### config.mk
export PLATFORM = sky130hd
export DESIGN_NAME = mult_scheduler_flat
export DESIGN_NICKNAME = d
export VERILOG_FILES = /design/src/rtl/mult_sched_pkg.sv /design/src/rtl/mult_scheduler_if.sv /design/src/rtl/rr_arbiter.sv /design/src/rtl/mult_scheduler.sv /design/src/flat_wrapper.sv
export SDC_FILE = /design/constraint.sdc
export NUM_CORES = 1
export LEC_CHECK = 0
export ABC_AREA = 1
export CAP_MARGIN = 20
export CORE_UTILIZATION = 40
export DETAILED_ROUTE_END_ITERATION = 6
export PLACE_DENSITY_LB_ADDON = 0.25
export SETUP_SLACK_MARGIN = 0.1
export SLEW_MARGIN = 20
export SYNTH_ARGS = -nofsm -noshare
export SYNTH_HDL_FRONTEND = slang
export SYNTH_SLANG_ARGS = --single-unit
export TNS_END_PERCENT = 20
### constraint.sdc
create_clock -name Clk -period 1.8 [get_ports Clk]
set_input_delay 0.27 -clock Clk [delete_from_list [all_inputs] [get_ports Clk]]
set_output_delay 0.27 -clock Clk [all_outputs]
set_load 0.05 [all_outputs]
### src/rtl/mult_sched_pkg.sv
// Shared constants and state encoding for the round-robin multiplier scheduler.
package mult_sched_pkg;
  localparam int OP_W        = 4;
  localparam int PROD_W      = 8;
  localparam int DEF_N_REQ   = 4;
  localparam int DEF_TIMEOUT = 32;

  typedef enum logic [1:0] {
    S_IDLE  = 2'd0,
    S_START = 2'd1,
    S_WAIT  = 2'd2,
    S_RESP  = 2'd3
  } state_e;
endpackage

### src/rtl/mult_scheduler_if.sv
// Requester-side and multiplier-side buses of the scheduler.
interface mult_req_if #(parameter int N_REQ = mult_sched_pkg::DEF_N_REQ);
  import mult_sched_pkg::*;
  logic [N_REQ-1:0]           Req;
  logic [N_REQ-1:0][OP_W-1:0] OpA;
  logic [N_REQ-1:0][OP_W-1:0] OpB;
  logic [N_REQ-1:0]           Ack;
  logic [PROD_W-1:0]          Result;
  logic                       Err;

  modport master (output Req, OpA, OpB, input  Ack, Result, Err);
  modport slave  (input  Req, OpA, OpB, output Ack, Result, Err);
endinterface

interface mult_mul_if;
  import mult_sched_pkg::*;
  logic              M_St;
  logic [OP_W-1:0]   M_Multiplicando;
  logic [OP_W-1:0]   M_Multiplicador;
  logic              M_Idle;
  logic              M_Done;
  logic [PROD_W-1:0] M_Produto;

  modport master (output M_St, M_Multiplicando, M_Multiplicador, input  M_Idle, M_Done, M_Produto);
  modport slave  (input  M_St, M_Multiplicando, M_Multiplicador, output M_Idle, M_Done, M_Produto);
endinterface

### src/rtl/rr_arbiter.sv
// Combinational round-robin pick: first set request at or after i_ptr, wrapping.
module rr_arbiter #(
  parameter int N_REQ = 4,
  parameter int IW    = 2
) (
  input  logic [N_REQ-1:0] i_req,
  input  logic [IW-1:0]    i_ptr,
  output logic [IW-1:0]    o_idx,
  output logic             o_vld
);
  logic [IW-1:0] w_cand;

  always_comb begin
    o_idx  = '0;
    o_vld  = 1'b0;
    w_cand = '0;
    for (int k = 0; k < N_REQ; k++) begin
      w_cand = IW'((int'(i_ptr) + k) % N_REQ);
      if (!o_vld && i_req[w_cand]) begin
        o_vld = 1'b1;
        o_idx = w_cand;
      end
    end
  end
endmodule

### src/rtl/mult_scheduler.sv
// Shares one shift-add multiplier among N_REQ requesters: round-robin grant,
// one St pulse per job, watchdog abort, one-cycle Ack with the 8-bit product.
module mult_scheduler
  import mult_sched_pkg::*;
#(
  parameter int N_REQ   = DEF_N_REQ,
  parameter int TIMEOUT = DEF_TIMEOUT
) (
  input  logic       Clk,
  input  logic       reset,
  mult_req_if.slave  req,
  mult_mul_if.master mul
);
  localparam int IW = (N_REQ > 1) ? $clog2(N_REQ) : 1;
  localparam int CW = $clog2(TIMEOUT);

  state_e            r_state;
  logic [IW-1:0]     r_ptr;
  logic [IW-1:0]     r_gnt;
  logic [OP_W-1:0]   r_opa;
  logic [OP_W-1:0]   r_opb;
  logic              r_st;
  logic [CW-1:0]     r_cnt;
  logic [PROD_W-1:0] r_res;
  logic              r_err;

  logic [IW-1:0]     w_idx;
  logic              w_vld;
  logic [IW-1:0]     w_ptr_nxt;
  logic [N_REQ-1:0]  w_ack;

  rr_arbiter #(.N_REQ(N_REQ), .IW(IW)) u_arb (
    .i_req (req.Req),
    .i_ptr (r_ptr),
    .o_idx (w_idx),
    .o_vld (w_vld)
  );

  assign w_ptr_nxt = (r_gnt == IW'(N_REQ - 1)) ? '0 : r_gnt + IW'(1);

  always_ff @(posedge Clk) begin
    if (!reset) begin
      r_state <= S_IDLE;
      r_ptr   <= '0;
      r_gnt   <= '0;
      r_opa   <= '0;
      r_opb   <= '0;
      r_st    <= 1'b0;
      r_cnt   <= '0;
      r_res   <= '0;
      r_err   <= 1'b0;
    end else begin
      r_st <= 1'b0;
      case (r_state)
        S_IDLE: begin
          if (mul.M_Idle && w_vld) begin
            r_gnt   <= w_idx;
            r_opa   <= req.OpA[w_idx];
            r_opb   <= req.OpB[w_idx];
            r_st    <= 1'b1;
            r_state <= S_START;
          end
        end
        S_START: begin
          r_cnt   <= '0;
          r_state <= S_WAIT;
        end
        S_WAIT: begin
          r_cnt <= r_cnt + CW'(1);
          // Done wins over the watchdog if both land in the same cycle.
          if (mul.M_Done) begin
            r_res   <= mul.M_Produto;
            r_err   <= 1'b0;
            r_state <= S_RESP;
          end else if (r_cnt == CW'(TIMEOUT - 1)) begin
            r_res   <= '0;
            r_err   <= 1'b1;
            r_state <= S_RESP;
          end
        end
        S_RESP: begin
          r_ptr   <= w_ptr_nxt;
          r_state <= S_IDLE;
        end
        default: r_state <= S_IDLE;
      endcase
    end
  end

  always_comb begin
    w_ack = '0;
    if (r_state == S_RESP) w_ack[r_gnt] = 1'b1;
  end

  assign req.Ack             = w_ack;
  assign req.Result          = (r_state == S_RESP) ? r_res : '0;
  assign req.Err             = (r_state == S_RESP) && r_err;
  assign mul.M_St            = r_st;
  assign mul.M_Multiplicando = r_opa;
  assign mul.M_Multiplicador = r_opb;
endmodule

### src/flat_wrapper.sv
// flat-port wrapper written by rule: the top's interface ports become plain ports
module mult_scheduler_flat import mult_sched_pkg::*;
#(
  parameter int N_REQ   = DEF_N_REQ,
  parameter int TIMEOUT = DEF_TIMEOUT
)
  (Clk, reset, req_Req, req_OpA, req_OpB, req_Ack, req_Result, req_Err, mul_M_St, mul_M_Multiplicando, mul_M_Multiplicador, mul_M_Idle, mul_M_Done, mul_M_Produto);
  mult_req_if #(.N_REQ(N_REQ)) req_i ();
  mult_mul_if mul_i ();
  input  logic Clk;
  input  logic reset;
  input wire logic [$bits(req_i.Req)-1:0] req_Req;
  input wire logic [$bits(req_i.OpA)-1:0] req_OpA;
  input wire logic [$bits(req_i.OpB)-1:0] req_OpB;
  output wire logic [$bits(req_i.Ack)-1:0] req_Ack;
  output wire logic [$bits(req_i.Result)-1:0] req_Result;
  output wire logic [$bits(req_i.Err)-1:0] req_Err;
  output wire logic [$bits(mul_i.M_St)-1:0] mul_M_St;
  output wire logic [$bits(mul_i.M_Multiplicando)-1:0] mul_M_Multiplicando;
  output wire logic [$bits(mul_i.M_Multiplicador)-1:0] mul_M_Multiplicador;
  input wire logic [$bits(mul_i.M_Idle)-1:0] mul_M_Idle;
  input wire logic [$bits(mul_i.M_Done)-1:0] mul_M_Done;
  input wire logic [$bits(mul_i.M_Produto)-1:0] mul_M_Produto;
  assign req_i.Req = req_Req;
  assign req_i.OpA = req_OpA;
  assign req_i.OpB = req_OpB;
  assign req_Ack = req_i.Ack;
  assign req_Result = req_i.Result;
  assign req_Err = req_i.Err;
  assign mul_M_St = mul_i.M_St;
  assign mul_M_Multiplicando = mul_i.M_Multiplicando;
  assign mul_M_Multiplicador = mul_i.M_Multiplicador;
  assign mul_i.M_Idle = mul_M_Idle;
  assign mul_i.M_Done = mul_M_Done;
  assign mul_i.M_Produto = mul_M_Produto;
  mult_scheduler #(.N_REQ(N_REQ), .TIMEOUT(TIMEOUT)) u_core (.Clk(Clk), .reset(reset), .req(req_i), .mul(mul_i));
endmodule
# After elaboration in Yosys (flattened, before gate mapping)
# Index checks and enable logic that the tools add are counted.
op_classes:
  addsub: 5
  multipliers: 0
  div_mod_pow: 0
  n_lt_le_gt_ge: 7
  eq_ne: 7
  shifts: 0
  muxes: 35
  bitwise: 0
  reduce_logical: 16
ops:
  columns: ["cell", "n"]
  rows:
  - ["8-bit 2-to-1 mux", 3]
  - ["2-bit by 3-bit < comparator with 1-bit output (second input constant)", 6]
  - ["4-bit binary-select mux with 2-bit select", 2]
  - ["2-bit 2-to-1 mux", 8]
  - ["1-bit 2-to-1 mux", 12]
  - ["4-bit 2-to-1 mux", 3]
  - ["5-bit case mux with 2 select lines", 1]
  - ["1-bit binary-select mux with 2-bit select", 4]
  - ["2-bit case mux with 4 select lines", 1]
  - ["2-bit AND reduction", 4]
  - ["2-bit == test (second input constant)", 3]
  - ["1-bit logical AND", 6]
  - ["5-bit by 1-bit adder with 5-bit output (second input constant)", 1]
  - ["5-bit == test (second input constant)", 1]
  - ["2-bit by 1-bit adder with 2-bit output (second input constant)", 2]
  - ["2-bit adder (second input constant)", 2]
  - ["2-bit nonzero test", 2]
  - ["1-bit zero test", 3]
  - ["3-bit by 2-bit inequality test with 1-bit output (second input constant)", 1]
  - ["1-bit demux with 2-bit select", 1]
  - ["2-bit by 1-bit == test with 1-bit output (second input constant)", 1]
  - ["2-bit by 1-bit greater-or-equal comparator with 1-bit output (second input constant)", 1]
  - ["2-bit zero test", 1]
  - ["2-bit by 1-bit inequality test with 1-bit output (second input constant)", 1]
word_totals:
  ff_bits: 29
  latchBits: 0
  ramBits: 0
  mem_bits_ro: 0
  input_bits: 48
  output_inout_bits: 22
  word_cells: 79
  memories: 0

# Depth between registers and ports, before layout
logic_depth:
  depth_word: 15
  ltp_mapped: 15
  ltp_nobuf: 14

# Hierarchy
# A second synthesis with hierarchy kept.
unflattened:
  cells_unflattened: 295
  area_unflattened_um2: 1963.1
by_module_without_submodules:
  columns: ["module", "instances", "cells_per_inst", "area_per_inst_um2", "seq_area_each_um2"]
  rows:
  - ["mult_scheduler", 1, 236, 1644.1, 580.6]
  - ["rr_arbiter", 1, 59, 319.1, 0.0]

# Worst setup path before layout
# Ideal clock, no wire load.
synth_path:
  path_kind: "flip-flop to output port"
  startpoint: "register u_core.r_state[0]"
  endpoint: "output port req_Result[4]"
  arrival_time_ns: 1.352
  required_time_ns: 1.530
  slack_ns: 0.178
  stages_incl_launch_ff: 6
  path_buffers: 2
  cell_sequence: "dfxtp_1 > ha_1 > clkbuf_1 > clkbuf_1 > nand2_1 > inv_1"
synth_between:
  elab_chain_len: 2
synth_rtl:
  columns: ["item", "line_no", "source"]
  rows:
  - ["start, declared", "mult_scheduler.sv:17", "state_e r_state;"]
  - ["start signal, assigned", "mult_scheduler.sv:43", "r_state <= S_IDLE;"]
  - ["start signal, assigned", "mult_scheduler.sv:61", "r_state <= S_START;"]
  - ["start signal, assigned", "mult_scheduler.sv:66", "r_state <= S_WAIT;"]
  - ["2-bit == test", "mult_scheduler.sv:96", "assign req.Result = (r_state == S_RESP) ? r_res : '0;"]
  - ["8-bit 2-to-1 mux", "mult_scheduler.sv:96", null]
  - ["end, declared", "flat_wrapper.sv:16", "output wire logic [$bits(req_i.Result)-1:0] req_Result;"]
# No other way between the ends.

# Final worst setup path
layout_path:
  startpoint: "register u_core.r_ptr[0]"
  endpoint: "register u_core.r_opb[1] (netlist: u_core.mul.M_Multiplicador[1])"
layout_between:
  elab_chain_len: 14
  word_cells_on_any_way: 29
  cone_classes: "add/sub: 3; mux: 18; reduce/logical: 8"
layout_rtl:
  columns: ["item", "line_no", "source"]
  rows:
  - ["start, declared", "mult_scheduler.sv:18", "logic [IW-1:0] r_ptr;"]
  - ["start signal, assigned", "mult_scheduler.sv:82", "r_ptr <= w_ptr_nxt;"]
  - ["parallel branches: the longest is 14 deep, another holds 2-bit by 1-bit adder with 2-bit output", null, null]
  - ["end signal, assigned", "mult_scheduler.sv:59", "r_opb <= req.OpB[w_idx];"]
  - ["end, declared", "mult_scheduler.sv:21", "logic [OP_W-1:0] r_opb;"]
# Parallel ways; which one is timed is not known. The select of a mux whose other input is x is not followed.
# A chain may end at the register's enable or synchronous reset.

==> results.cfg <==
[placed_design]
place_area_um2 = 3070
dp_hpwl_um = 3950
globalplace.congestion = 0.893
port_buffers = 69

[power]
p_leak_uw = 0.00187
vdd.ir_drop.worst_mv = 0.948
power.switching_uw = 1800
p_clk_frac = 0.137
powerDensity_nw_per_um2 = 1110
internal-power_uw = 2090
seqPwrFrac = 0.235
comb_power_share = 0.629
switching_share = 0.464

[logic_synthesis]
ys_ff_latch = 29
syn_nets = 388
synthesis.area_um2 = 2090
synth_common_cells = 92 x nand2_1, 71 x inv_1, 30 x nand3_1
netlist_instances = 330
synthArstFlopShare = 0
synth_top_area_share = 0.278
synth_most_common_cell = nand2_1
synthTopCellsByArea = dfxtp_1 28%, nand2_1 17%, inv_1 13%, nand3_1 7.2%, ha_1 6.0%
avgSynthCellArea_um2 = 6.33
yosys_warnings = 0
synth.distinct_cells = 25
synth_area_leader_cell = dfxtp_1
synthFlopType = dfxtp_1
synth_edf_count = 0
synth_seq_area_share = 0.278

[timing]
grt_setup_unrepaired = true
fmax_ghz = 0.566
slew_headroom = 0.657
period_share = 0.982
setup-violations-final = 0
hold_ws_ns = 0.464
finalHoldViolCount = 0
period_minus_slack_ns = 1.77
timing.setup.tns_ns = 0
worst_slew_pin_slew_ns = 0.513
skew_ns = 0.00729
maxSlewViolCount = 0

[drt]
drtPass1Iterations = 4
routed_wl_um = 5910
drtIter0Drc = 149
routed_via_density = 4.96
vias = 2401
ant_nets = 0
drc = 0
wl_per_cell_um = 12.2

[worst_setup_path]
cp-start-kind = flip-flop
reg2reg_setup_slack_ns = 0.03
worstSetupPathType = reg2reg
critPathMaxFanout = 8
r2r-end = u_core.mul.M_Multiplicador[1]
required_ns = 1.98
crit_end = u_core.mul.M_Multiplicador[1]
worstReg2RegStart = u_core.r_ptr[0]
end_kind = flip-flop
crit_arrival_ns = 1.95
startpoint = u_core.r_ptr[0]
worst_r2r_path_depth = 13

[die]
num_io_pins = 70
core_area_um2 = 4880
die-width_um = 74.3
design.die.area_um2 = 5510
die_y_um = 74.3
start_util = 0.428
rows = 25

[worst_hold_path]
worstHoldStart = u_core.r_res[3]
whs_path_depth = 2
worstHoldPathType = reg2reg

[global_routing]
grt_start_max_net_pins = 19
antenna_found_initial = 0
gr-total-overflow = 0
grt_pass1_wl_um = 8990
grt_pass1_vias = 2203
grtUsageTotal = 0.211

[layout]
syn2layout_area_growth_pct = 68.4
diodes = 0
nNetsFinal = 475
drive_above_1_share = 0.252
design_area_um2 = 3520

[clocking]
cts_made_buffers = 5
h-tree-depth = 2
clk_latency_ns = 0.28
cts.sinks = 29
cts_tree = done
clkTransAtPathRegs_ns = 0.06
cts_buffer_depth = 2
cts-root-buf = clkbuf_8

[outcome]
status = finished, final reports clean

[flow_run]
drv_cap = 0
==> cell type report <==
cell class,instances,area [um^2]
clock buffers,7,86.3
fillers,399,1360
inverters,76,295
multi-input cells,216,1380
flip-flops and latches,29,586
well taps,67,83.8
repair buffers,89,1090
==> repair_timing <==
| item | 4_1_cts | 5_1_grt |
|---|---|---|
| endpoints found under the setup margin | 30 | 37 |
| gates cloned | 1 | 3 |
| buffers inserted | 2 | 2 |
| pin swaps | 8 | 32 |
| hold buffers | 0 | 0 |
| gates resized for setup | 17 | 61 |
| endpoints found under the hold margin | 0 | 0 |
==> stage by stage <==
stage	std cells	setup WS (ns)	power, uW	util
floorplan	330	0.178	2250	-
global placement	469	-0.207	2860	0.628
detailed placement	469	-0.232	2900	0.628
CTS	479	0.0485	3550	0.663
global route	484	-0.0546	4130	0.721
finish	484	0.0319	3890	0.721
==> flip-flops by register name (all words and copies together), names as in the netlist <==
register	count
u_core.mul.M_Multiplicador	4
u_core.mul.M_Multiplicando	4
u_core.mul.M_St	1
u_core.r_cnt	5
u_core.r_err	1
u_core.r_gnt	2
u_core.r_ptr	2
u_core.r_res	8
u_core.r_state	2
==> critical path, cell delays in order, from the launching register on <==
cell and delay, ns:
dfxtp_4 0.40, buf_6 0.13, nand2_2 0.06, nand3_1 0.13, nand2_2 0.11, nand2_4 0.09
nand2_2 0.06, nand2_4 0.14, clkbuf_16 0.17, nand4_1 0.09, nand3_1 0.12, nand3_1 0.07
nand2_1 0.06, inv_1 0.03
==> kinds of logic (layout without fill, tap and decap cells) <==
| logic type | after synthesis | in the layout | synth area share |
|---|---|---|---|
| AOI/OAI and AO/OA | 35 | 35 | 0.0977 |
| and+or+nand+nor | 169 | 171 | 0.395 |
| DFF | 29 | 29 | 0.278 |
| adders and majority gates | 10 | 10 | 0.0599 |
| buffers and inverters | 87 | 172 | 0.169 |
==> power groups by stage <==
stage | Clock (uW) | Sequential [uW] | Combinational (uW)
6_report | 531 | 912 | 2440
3_3_place_gp | 0 | 897 | 1970
3_5_place_dp | 0 | 901 | 2000
5_1_grt | 564 | 926 | 2640
4_1_cts | 542 | 898 | 2110
2_1_floorplan | 0 | 1100 | 1150
==> per-layer routing <==
metal  vias up  track usage  share of wire
li1       1213            -              -
met4         0        0.107          0.030
met3        20       0.0407          0.061
met1      1072        0.245           0.41
met2        96        0.370           0.50
met5         -            0              0
==> worst min-delay path by stage <==
stage / to / slack (ns)
floorplan: u_core.r_res[0] / 0.42
detailed placement: u_core.r_res[6] / 0.46
global placement: u_core.r_res[0] / 0.45
global route: u_core.r_res[3] / 0.48
finish: u_core.r_res[3] / 0.46
CTS: u_core.r_res[3] / 0.47
==> cells in the final DEF (no fill, tap or decap), types with 6 or more instances in the layout <==
cell,Yosys,layout
a21oi_1,17,16
clkbuf_8,0,6
nand2_1,92,70
o21a_1,8,8
nand3_2,4,11
buf_4,0,11
nor3_1,8,6
inv_1,71,67
dlymetal6s2s_1,0,11
clkdlybuf4s50_1,0,44
dfxtp_1,29,27
nand2_4,2,11
buf_12,0,16
ha_1,10,9
nand3_1,30,22
nand2_2,7,20
inv_2,4,6
nand4_1,17,17
Note: power is estimated with default switching activity, not from simulation.
